[config.mk]
export PLATFORM = sky130hd
export DESIGN_NAME = cmp_share_arbiter
export DESIGN_NICKNAME = d
export VERILOG_FILES = /design/src/rtl/cmp_share_arbiter.sv
export SDC_FILE = /design/constraint.sdc
export NUM_CORES = 1
export LEC_CHECK = 0
export ABC_CLOCK_PERIOD_IN_PS = 3400
export CAP_MARGIN = 25
export CELL_PAD_IN_SITES_DETAIL_PLACEMENT = 1
export CELL_PAD_IN_SITES_GLOBAL_PLACEMENT = 2
export CORE_UTILIZATION = 22
export CTS_BUF_LIST = sky130_fd_sc_hd__clkbuf_2 sky130_fd_sc_hd__clkbuf_4 sky130_fd_sc_hd__clkbuf_8
export DETAILED_ROUTE_END_ITERATION = 12
export HOLD_SLACK_MARGIN = 0.02
export PLACE_DENSITY = 0.86
export REMOVE_ABC_BUFFERS = 1
export SLEW_MARGIN = 5
export SYNTH_ARGS = -nofsm -noshare
export SYNTH_HDL_FRONTEND = slang
export SYNTH_SLANG_ARGS = --single-unit
[constraint.sdc]
create_clock -name clock -period 3.4 [get_ports clock]
set_input_delay 0.51 -clock clock [delete_from_list [all_inputs] [get_ports clock]]
set_output_delay 0.51 -clock clock [all_outputs]
set_load 0.1 [all_outputs]
[src/rtl/cmp_share_arbiter.sv]
`default_nettype none
// ============================================================================
// Module   : cmp_share_arbiter
// Brief    : One shared 32-bit compare unit (A-B) arbitrated among NUM_REQ
//            requesters; fixed 3-cycle transaction ending in a one-hot done.
//            Define CMP_ARB_FIXED_PRIO_EN for fixed lowest-index priority.
// Revision : 1.0 - initial release
// ============================================================================
module cmp_share_arbiter #(
    parameter int NUM_REQ = 4,
    parameter int IDX_W   = 2
) (
    input  logic                   clock,
    input  logic                   reset,
    input  logic [NUM_REQ-1:0]     req,
    input  logic [32*NUM_REQ-1:0]  operand_a_flat,
    input  logic [32*NUM_REQ-1:0]  operand_b_flat,
    output logic [NUM_REQ-1:0]     grant,
    output logic [NUM_REQ-1:0]     done,
    output logic                   isEqual,
    output logic                   isLessThan,
    output logic                   isGreaterThan,
    output logic                   busy
);

    typedef enum logic [1:0] {
        ST_IDLE    = 2'd0,
        ST_LATCH   = 2'd1,
        ST_COMPARE = 2'd2,
        ST_DONE    = 2'd3
    } state_t;

    state_t             state_q, state_d;
    logic [NUM_REQ-1:0] grant_q, grant_d;
    logic [31:0]        op_a_q, op_a_d;
    logic [31:0]        op_b_q, op_b_d;
    logic [31:0]        diff;
    logic               eq_q, eq_d;
    logic               lt_q, lt_d;
    logic               gt_q, gt_d;
    logic [IDX_W-1:0]   win_idx;
    logic               win_found;

`ifdef CMP_ARB_FIXED_PRIO_EN
    always_comb begin
        win_idx   = '0;
        win_found = 1'b0;
        for (int k = 0; k < NUM_REQ; k++) begin
            if (!win_found && req[k]) begin
                win_found = 1'b1;
                win_idx   = IDX_W'(k);
            end
        end
    end
`else
    logic [IDX_W-1:0] rr_ptr_q, rr_ptr_d;
    logic [31:0]      cand;

    // Search begins just past the previous winner and wraps modulo NUM_REQ.
    always_comb begin
        win_idx   = '0;
        win_found = 1'b0;
        cand      = '0;
        for (int k = 1; k <= NUM_REQ; k++) begin
            cand = 32'(rr_ptr_q) + 32'(k);
            if (cand >= 32'(NUM_REQ)) begin
                cand = cand - 32'(NUM_REQ);
            end
            if (!win_found && req[cand[IDX_W-1:0]]) begin
                win_found = 1'b1;
                win_idx   = cand[IDX_W-1:0];
            end
        end
    end
`endif

    // Wrapped difference; the sign bit alone defines less-than (no overflow fix).
    assign diff = op_a_q + ~op_b_q + 32'd1;

    always_comb begin
        state_d = state_q;
        grant_d = grant_q;
        op_a_d  = op_a_q;
        op_b_d  = op_b_q;
        eq_d    = eq_q;
        lt_d    = lt_q;
        gt_d    = gt_q;
`ifndef CMP_ARB_FIXED_PRIO_EN
        rr_ptr_d = rr_ptr_q;
`endif
        case (state_q)
            ST_IDLE: begin
                if (win_found) begin
                    grant_d = NUM_REQ'(1) << win_idx;
                    op_a_d  = operand_a_flat[{win_idx, 5'b0} +: 32];
                    op_b_d  = operand_b_flat[{win_idx, 5'b0} +: 32];
`ifndef CMP_ARB_FIXED_PRIO_EN
                    rr_ptr_d = win_idx;
`endif
                    state_d = ST_LATCH;
                end
            end
            ST_LATCH: begin
                state_d = ST_COMPARE;
            end
            ST_COMPARE: begin
                eq_d    = (diff == 32'd0);
                lt_d    = diff[31];
                gt_d    = (diff != 32'd0) & ~diff[31];
                state_d = ST_DONE;
            end
            ST_DONE: begin
                grant_d = '0;
                state_d = ST_IDLE;
            end
            default: begin
                state_d = ST_IDLE;
            end
        endcase
    end

    always_ff @(posedge clock) begin
        if (reset) begin
            state_q <= ST_IDLE;
            grant_q <= '0;
            op_a_q  <= '0;
            op_b_q  <= '0;
            eq_q    <= 1'b0;
            lt_q    <= 1'b0;
            gt_q    <= 1'b0;
`ifndef CMP_ARB_FIXED_PRIO_EN
            rr_ptr_q <= IDX_W'(NUM_REQ - 1);
`endif
        end else begin
            state_q <= state_d;
            grant_q <= grant_d;
            op_a_q  <= op_a_d;
            op_b_q  <= op_b_d;
            eq_q    <= eq_d;
            lt_q    <= lt_d;
            gt_q    <= gt_d;
`ifndef CMP_ARB_FIXED_PRIO_EN
            rr_ptr_q <= rr_ptr_d;
`endif
        end
    end

    assign grant         = grant_q;
    assign done          = (state_q == ST_DONE) ? grant_q : '0;
    assign busy          = (state_q != ST_IDLE);
    assign isEqual       = eq_q;
    assign isLessThan    = lt_q;
    assign isGreaterThan = gt_q;

endmodule
`default_nettype wire

* Yosys cells after proc, flatten, opt, wreduce, memory -nomap -nowiden *
Cells that the tools add are included.

cells by class
  add/sub/neg operators = 10
  bitwise gates (word level) = 3
  reductions and logical operators = 13
  shift-type cells = 3
  muxes and demuxes = 25
  $lt $le $gt $ge = 8
  eq/ne operators = 4

operators by type and width
  operator                 count
  $shiftx A128 B8 Y32      2
  $add A32 B1 Y32 const B  1
  $add A32 B32 Y32         1
  $logic_not A32 Y1        1
  $not A32 Y32             1
  $reduce_bool A32 Y1      1
  $mux W2                  9
  $lt A2 B3 Y1 const B     4
  $ge A3 B3 Y1 const B     3
  $bmux W1 S2              4
  $mux W1                  8
  $mux W4                  2
  $pmux W2 S4              1
  $pmux W4 S2              1
  $sub A2 B1 Y2 const B    4
  $add A2 B2 Y3 const B    2
  $add A2 B3 Y4 const B    1
  $eq A2 B2 Y1 const B     2
  $ge A4 B3 Y1 const B     1
  $reduce_and A2 Y1        2
  $reduce_bool A2 Y1       2
  $shl A1 B2 Y4 const A    1
  $add A2 B1 Y3 const B    1
  $logic_and A1 B1 Y1      3
  6 further kinds          8

word-level totals
  input port bits = 262
  logic and storage cells = 74
  register bits = 75

* Longest topological paths before layout *
  depth after elaboration = 18
  mapped depth = 13

* Worst setup path after synthesis *
Ideal clock, no wire load.

  path type = register to register
  from = reg op_a_q[0]
  to = reg gt_q (netlist: isGreaterThan)
  path buffers = 0
  slack = 0.433 ns
  data arrival time = 2.833 ns
  stages on the path, launching flop included = 13
  clock period less this slack = 2.967 ns
  library setup time = 0.133 ns
  cells stage by stage = dfxtp_1 inv_1 ha_1 fa_1 xor2_1 o2111ai_1 a2111oi_0 o31ai_1 or4_1 nor4_1 nand4_1 nor4_2 o32ai_1

between the ends
  word-level cells in the longest chain between the ends = 4
  elaborated cells between the ends (all ways) = 5
  those cells by class = 2 x add/sub; 2 x bitwise; 1 x reduce/logical

ends and longest elaborated chain
  what                                                      RTL line  source
  from (decl)                                               35        logic [31:0] op_a_q, op_a_d;
  from (signal assigned)                                    137       op_a_q <= op_a_d;
  $add A32 B32 Y32 *                                        78        assign diff = op_a_q + ~op_b_q + 32'd1;
  $add A32 B1 Y32 *                                         78
  $reduce_bool A32 Y1 / $not A1 Y1 (equally long branches)  109       gt_d = (diff != 32'd0) & ~diff[31];
  $and A1 B1 Y1 *                                           109
  to (signal assigned)                                      141       gt_q <= gt_d;
  to (decl)                                                 40        logic gt_q, gt_d;

Every way passes the cells marked *; elsewhere a longest branch is shown, timed or not.
A chain may end at the register's enable or synchronous reset.

* Final worst setup path *
  from = reg op_a_q[0]
  to = reg eq_q (netlist: isEqual)

between the ends
  word-level cells in the longest chain between the ends = 3

ends and longest elaborated chain
  what                  RTL line  source
  $add A32 B32 Y32      78
  $add A32 B1 Y32       78
  $logic_not A32 Y1     107       eq_d = (diff == 32'd0);
  to (signal assigned)  139       eq_q <= eq_d;
  to (decl)             38        logic eq_q, eq_d;

No other way between the ends.

==> reports/metrics.yaml <==
synth.distinct_cells: 64
port_buffers: 273
ys_ff_latch: 75
async_flop_share: 0
clk_latency_ns: 0.36
crit_arrival_ns: 3.65
start_util: 0.2255
fill_cells: 3785
area_growth_pct: 51.41
fin_util: 0.3414
antenna_found_initial: 0
htree_levels: 3
cp-startpoint: "op_a_q[0]"
cts_buffers: 9
antennaDiodeCount: 0
drive_gt1_frac: 0.06607
endpoint_kind: "flip-flop"
vias: 8400
path_cells: "inv_2 -> ha_4 -> fa_2 -> buf_6 -> nor2b_4 -> o31a_1 -> a21oi_2 -> nor3_2 -> o2111ai_2 -> or4_4 -> nor4_4 -> nand4_1 -> nor4_4 -> a41o_1"
synth_ff_type: "dfxtp_1"
hold_path_class: "flip-flop to flip-flop"
routed_wl_um: 26530
holdCritStartpoint: "op_b_q[6]"
synth_warnings: 0
die_y_um: 177.0
r2r_start: "op_a_q[0]"
dieArea_mm2: 0.03132
drv_cap: 0
setup_viol: 0
post-dp-hpwl_um: 21030
grt_pass1_vias: 8455
path_class: "flip-flop to flip-flop"
ys_top_cells_by_area: "dfxtp_1, nand2_1, nand3_1"
required_ns: 3.71
drc: 0
powerDensity_mw_per_mm2: 871.2
hold_viol: 0
max_freq_ghz: 0.2990
synthCells: 1107
relSlewSlack: 0.3039
fin_crit_ns: 3.345
holdBufCountCts: 0
p_int_uw: 4111
ys_seq_area_frac: 0.2229
vdd_drop_max_uv: 378.1
crit_family: "simple AND/OR/NAND/NOR gates"
min_period_over_period: 0.9837
rsz0062_at_grt: "yes"
synth_top_area_cell: "dfxtp_1"
skew_ns: 0.007454
synth_top_area_frac: 0.2229
seq_area_mm2: 0.001503
combPwrFrac: 0.775
seqPwrFrac: 0.153
dp_slack_ns: -0.3279
first_pass_iters: 4
clk_pin_slew_worst_paths_ns: 0.08
leakage_uw: 0.004154
core.rowCount: 63
cts_tree: "yes"
slowest_delay_ns: 0.57
gp_congestion: 0.8750
synth_edf_count: 0
core_area_mm2: 0.02987
cpMaxStageDelayCell: "or4_4"
syn_area_per_cell_um2: 6.085
grt_util_all_layers: 0.1672
num_io_pins: 274
status: "completed"
overflow: 0
path_common_cell: "nor4_4"
drt_iter0_drc: 313
wire_per_inst_um: 15.27
grt_start_max_net_pins: 73
cp-start-kind: "flip-flop"
p_sw_uw: 4776
report.final.slew_viol_count: 0
setup_ws_ns: 0.05549
ctsRootBufferMaster: "clkbuf_8"
sw_frac_of_total: 0.5374
nNetsFinal: 1641
ant_nets: 0
critPathMaxFanout: 3
netlist_area_mm2: 0.006736
cp_num_buf_inv: 2
routed_via_density: 4.836
cts_sinks: 75
clock_path_buffers: 2
clkPwrFrac: 0.072
worstMarginPinSlew_ns: 1.041
multiInputGateArea_mm2: 0.004890
dieWidth_um: 177.0
grt_pass1_wl_um: 42460
layout make-up:
type,instances,area share
clock inverters,2,0.001227
well taps,390,0.04784
clock buffers,13,0.01570
repair buffers,299,0.2894
flip-flops and latches,75,0.1473
multi-input cells,906,0.4794
inverters,52,0.01914
stage by stage:
step	instance area, um^2	cells	setup TNS (ns)	hold WS, ns	power [uW]
final	10200	1737	0	0.4569	8887
after global routing	10200	1737	-0.2476	0.4762	9755
after CTS	10080	1736	0	0.4587	8700
after detailed placement	9889	1721	-0.6498	0.4470	7978
after global placement	9889	1721	-0.2414	0.4440	7920
after floorplan	6420	1033	-179.39	0.4303	5915
registers in the layout, indices dropped and copies added (netlist names):
| name | count |
|---|---|
| op_a_q | 32 |
| isLessThan | 1 |
| op_b_q | 32 |
| grant | 4 |
| isEqual | 1 |
| isGreaterThan | 1 |
| state_q | 2 |
| rr_ptr_q | 2 |
logic make-up after synthesis:
kind of cell | count (synthesis) | share of synthesized area
AO/OA/AOI/OAI | 206 | 0.1911
XOR/XNOR | 12 | 0.01560
adder cells (fa/ha/maj) | 36 | 0.06798
buffers and inverters | 126 | 0.07596
flip-flops | 75 | 0.2229
multiplexers | 4 | 0.006500
AND/OR/NAND/NOR | 648 | 0.4199
repair_timing:
action / 4_1_cts / 5_1_grt
buffers inserted: 0 / 1
pin swaps: 4 / 14
endpoints found under the setup margin: 2 / 3
gates resized for setup: 4 / 19
cloned: 0 / 0
synthesized netlist by cell type (all sizes together), types with 2 or more instances:
| master | number |
|---|---|
| nand2 | 359 |
| nand3 | 201 |
| a21oi | 104 |
| dfxtp | 75 |
| clkbuf | 61 |
| inv | 52 |
| ha | 35 |
| nor2 | 35 |
| o21ai | 35 |
| buf | 13 |
| nor3 | 11 |
| a21o | 10 |
| nor4 | 9 |
| o21a | 9 |
| nand4 | 8 |
| xor2 | 7 |
| o211ai | 6 |
| a32oi | 5 |
| and2 | 5 |
| nand2b | 5 |
| o32ai | 5 |
| xnor2 | 5 |
| o31ai | 4 |
| a21boi | 3 |
| and3 | 3 |
| mux2 | 3 |
| o2111ai | 3 |
| o21bai | 3 |
| or4 | 3 |
| a2111oi | 2 |
| nor2b | 2 |
| nor3b | 2 |
| o221a | 2 |
| o31a | 2 |
| or2 | 2 |
power by group through the flow:
stage | clock, uW | sequential, uW | combinational (uW)
after floorplan | 0 | 1460 | 4450
after global placement | 0 | 1370 | 6550
after detailed placement | 0 | 1380 | 6590
after CTS | 670 | 1360 | 6670
after global routing | 695 | 1400 | 7660
final | 637 | 1360 | 6890
layer usage:
metal	share of wire	GRT usage	vias to the layer above
met1	0.46	0.2113	3937
met4	0.0089	0.03305	0
met5	0	0	-
li1	-	-	4250
met2	0.49	0.2992	198
met3	0.044	0.02341	15
worst register-to-register path: cells and delay by family, from the launching register on:
| kind | cells | cell delay [ns] |
|---|---|---|
| buffers and inverters | 2 | 0.17 |
| adder cells (fa/ha/maj) | 2 | 0.56 |
| AND/OR/NAND/NOR | 6 | 1.53 |
| AO/OA/AOI/OAI | 4 | 0.69 |
| flip-flops | 1 | 0.34 |
final timing paths:
check,endpoint,slack (ns),cells after the start
min reg2reg,op_b_q[6],0.46,2
max reg2reg,isEqual,0.06,14
min,op_b_q[6],0.46,2
max,isEqual,0.06,14
cell usage in the layout, fill, tap and decap left out, types with 4 or more instances in the layout:
| master | count |
|---|---|
| nor3_1 | 10 |
| o21ai_1 | 4 |
| nand4_1 | 8 |
| nand3_1 | 201 |
| a21oi_1 | 99 |
| ha_1 | 34 |
| o21a_1 | 8 |
| dfxtp_1 | 74 |
| a21o_1 | 8 |
| o32ai_1 | 5 |
| nand2_1 | 359 |
| a32oi_1 | 5 |
| clkbuf_8 | 10 |
| and2_1 | 5 |
| clkdlybuf4s50_1 | 267 |
| buf_4 | 27 |
| xnor2_1 | 4 |
| o21ai_0 | 30 |
| inv_1 | 50 |
| nand2b_1 | 4 |
| nor4_1 | 7 |
| xor2_1 | 6 |
| o211ai_1 | 6 |
| nor2_1 | 34 |
(Power assumes the default switching activity.)
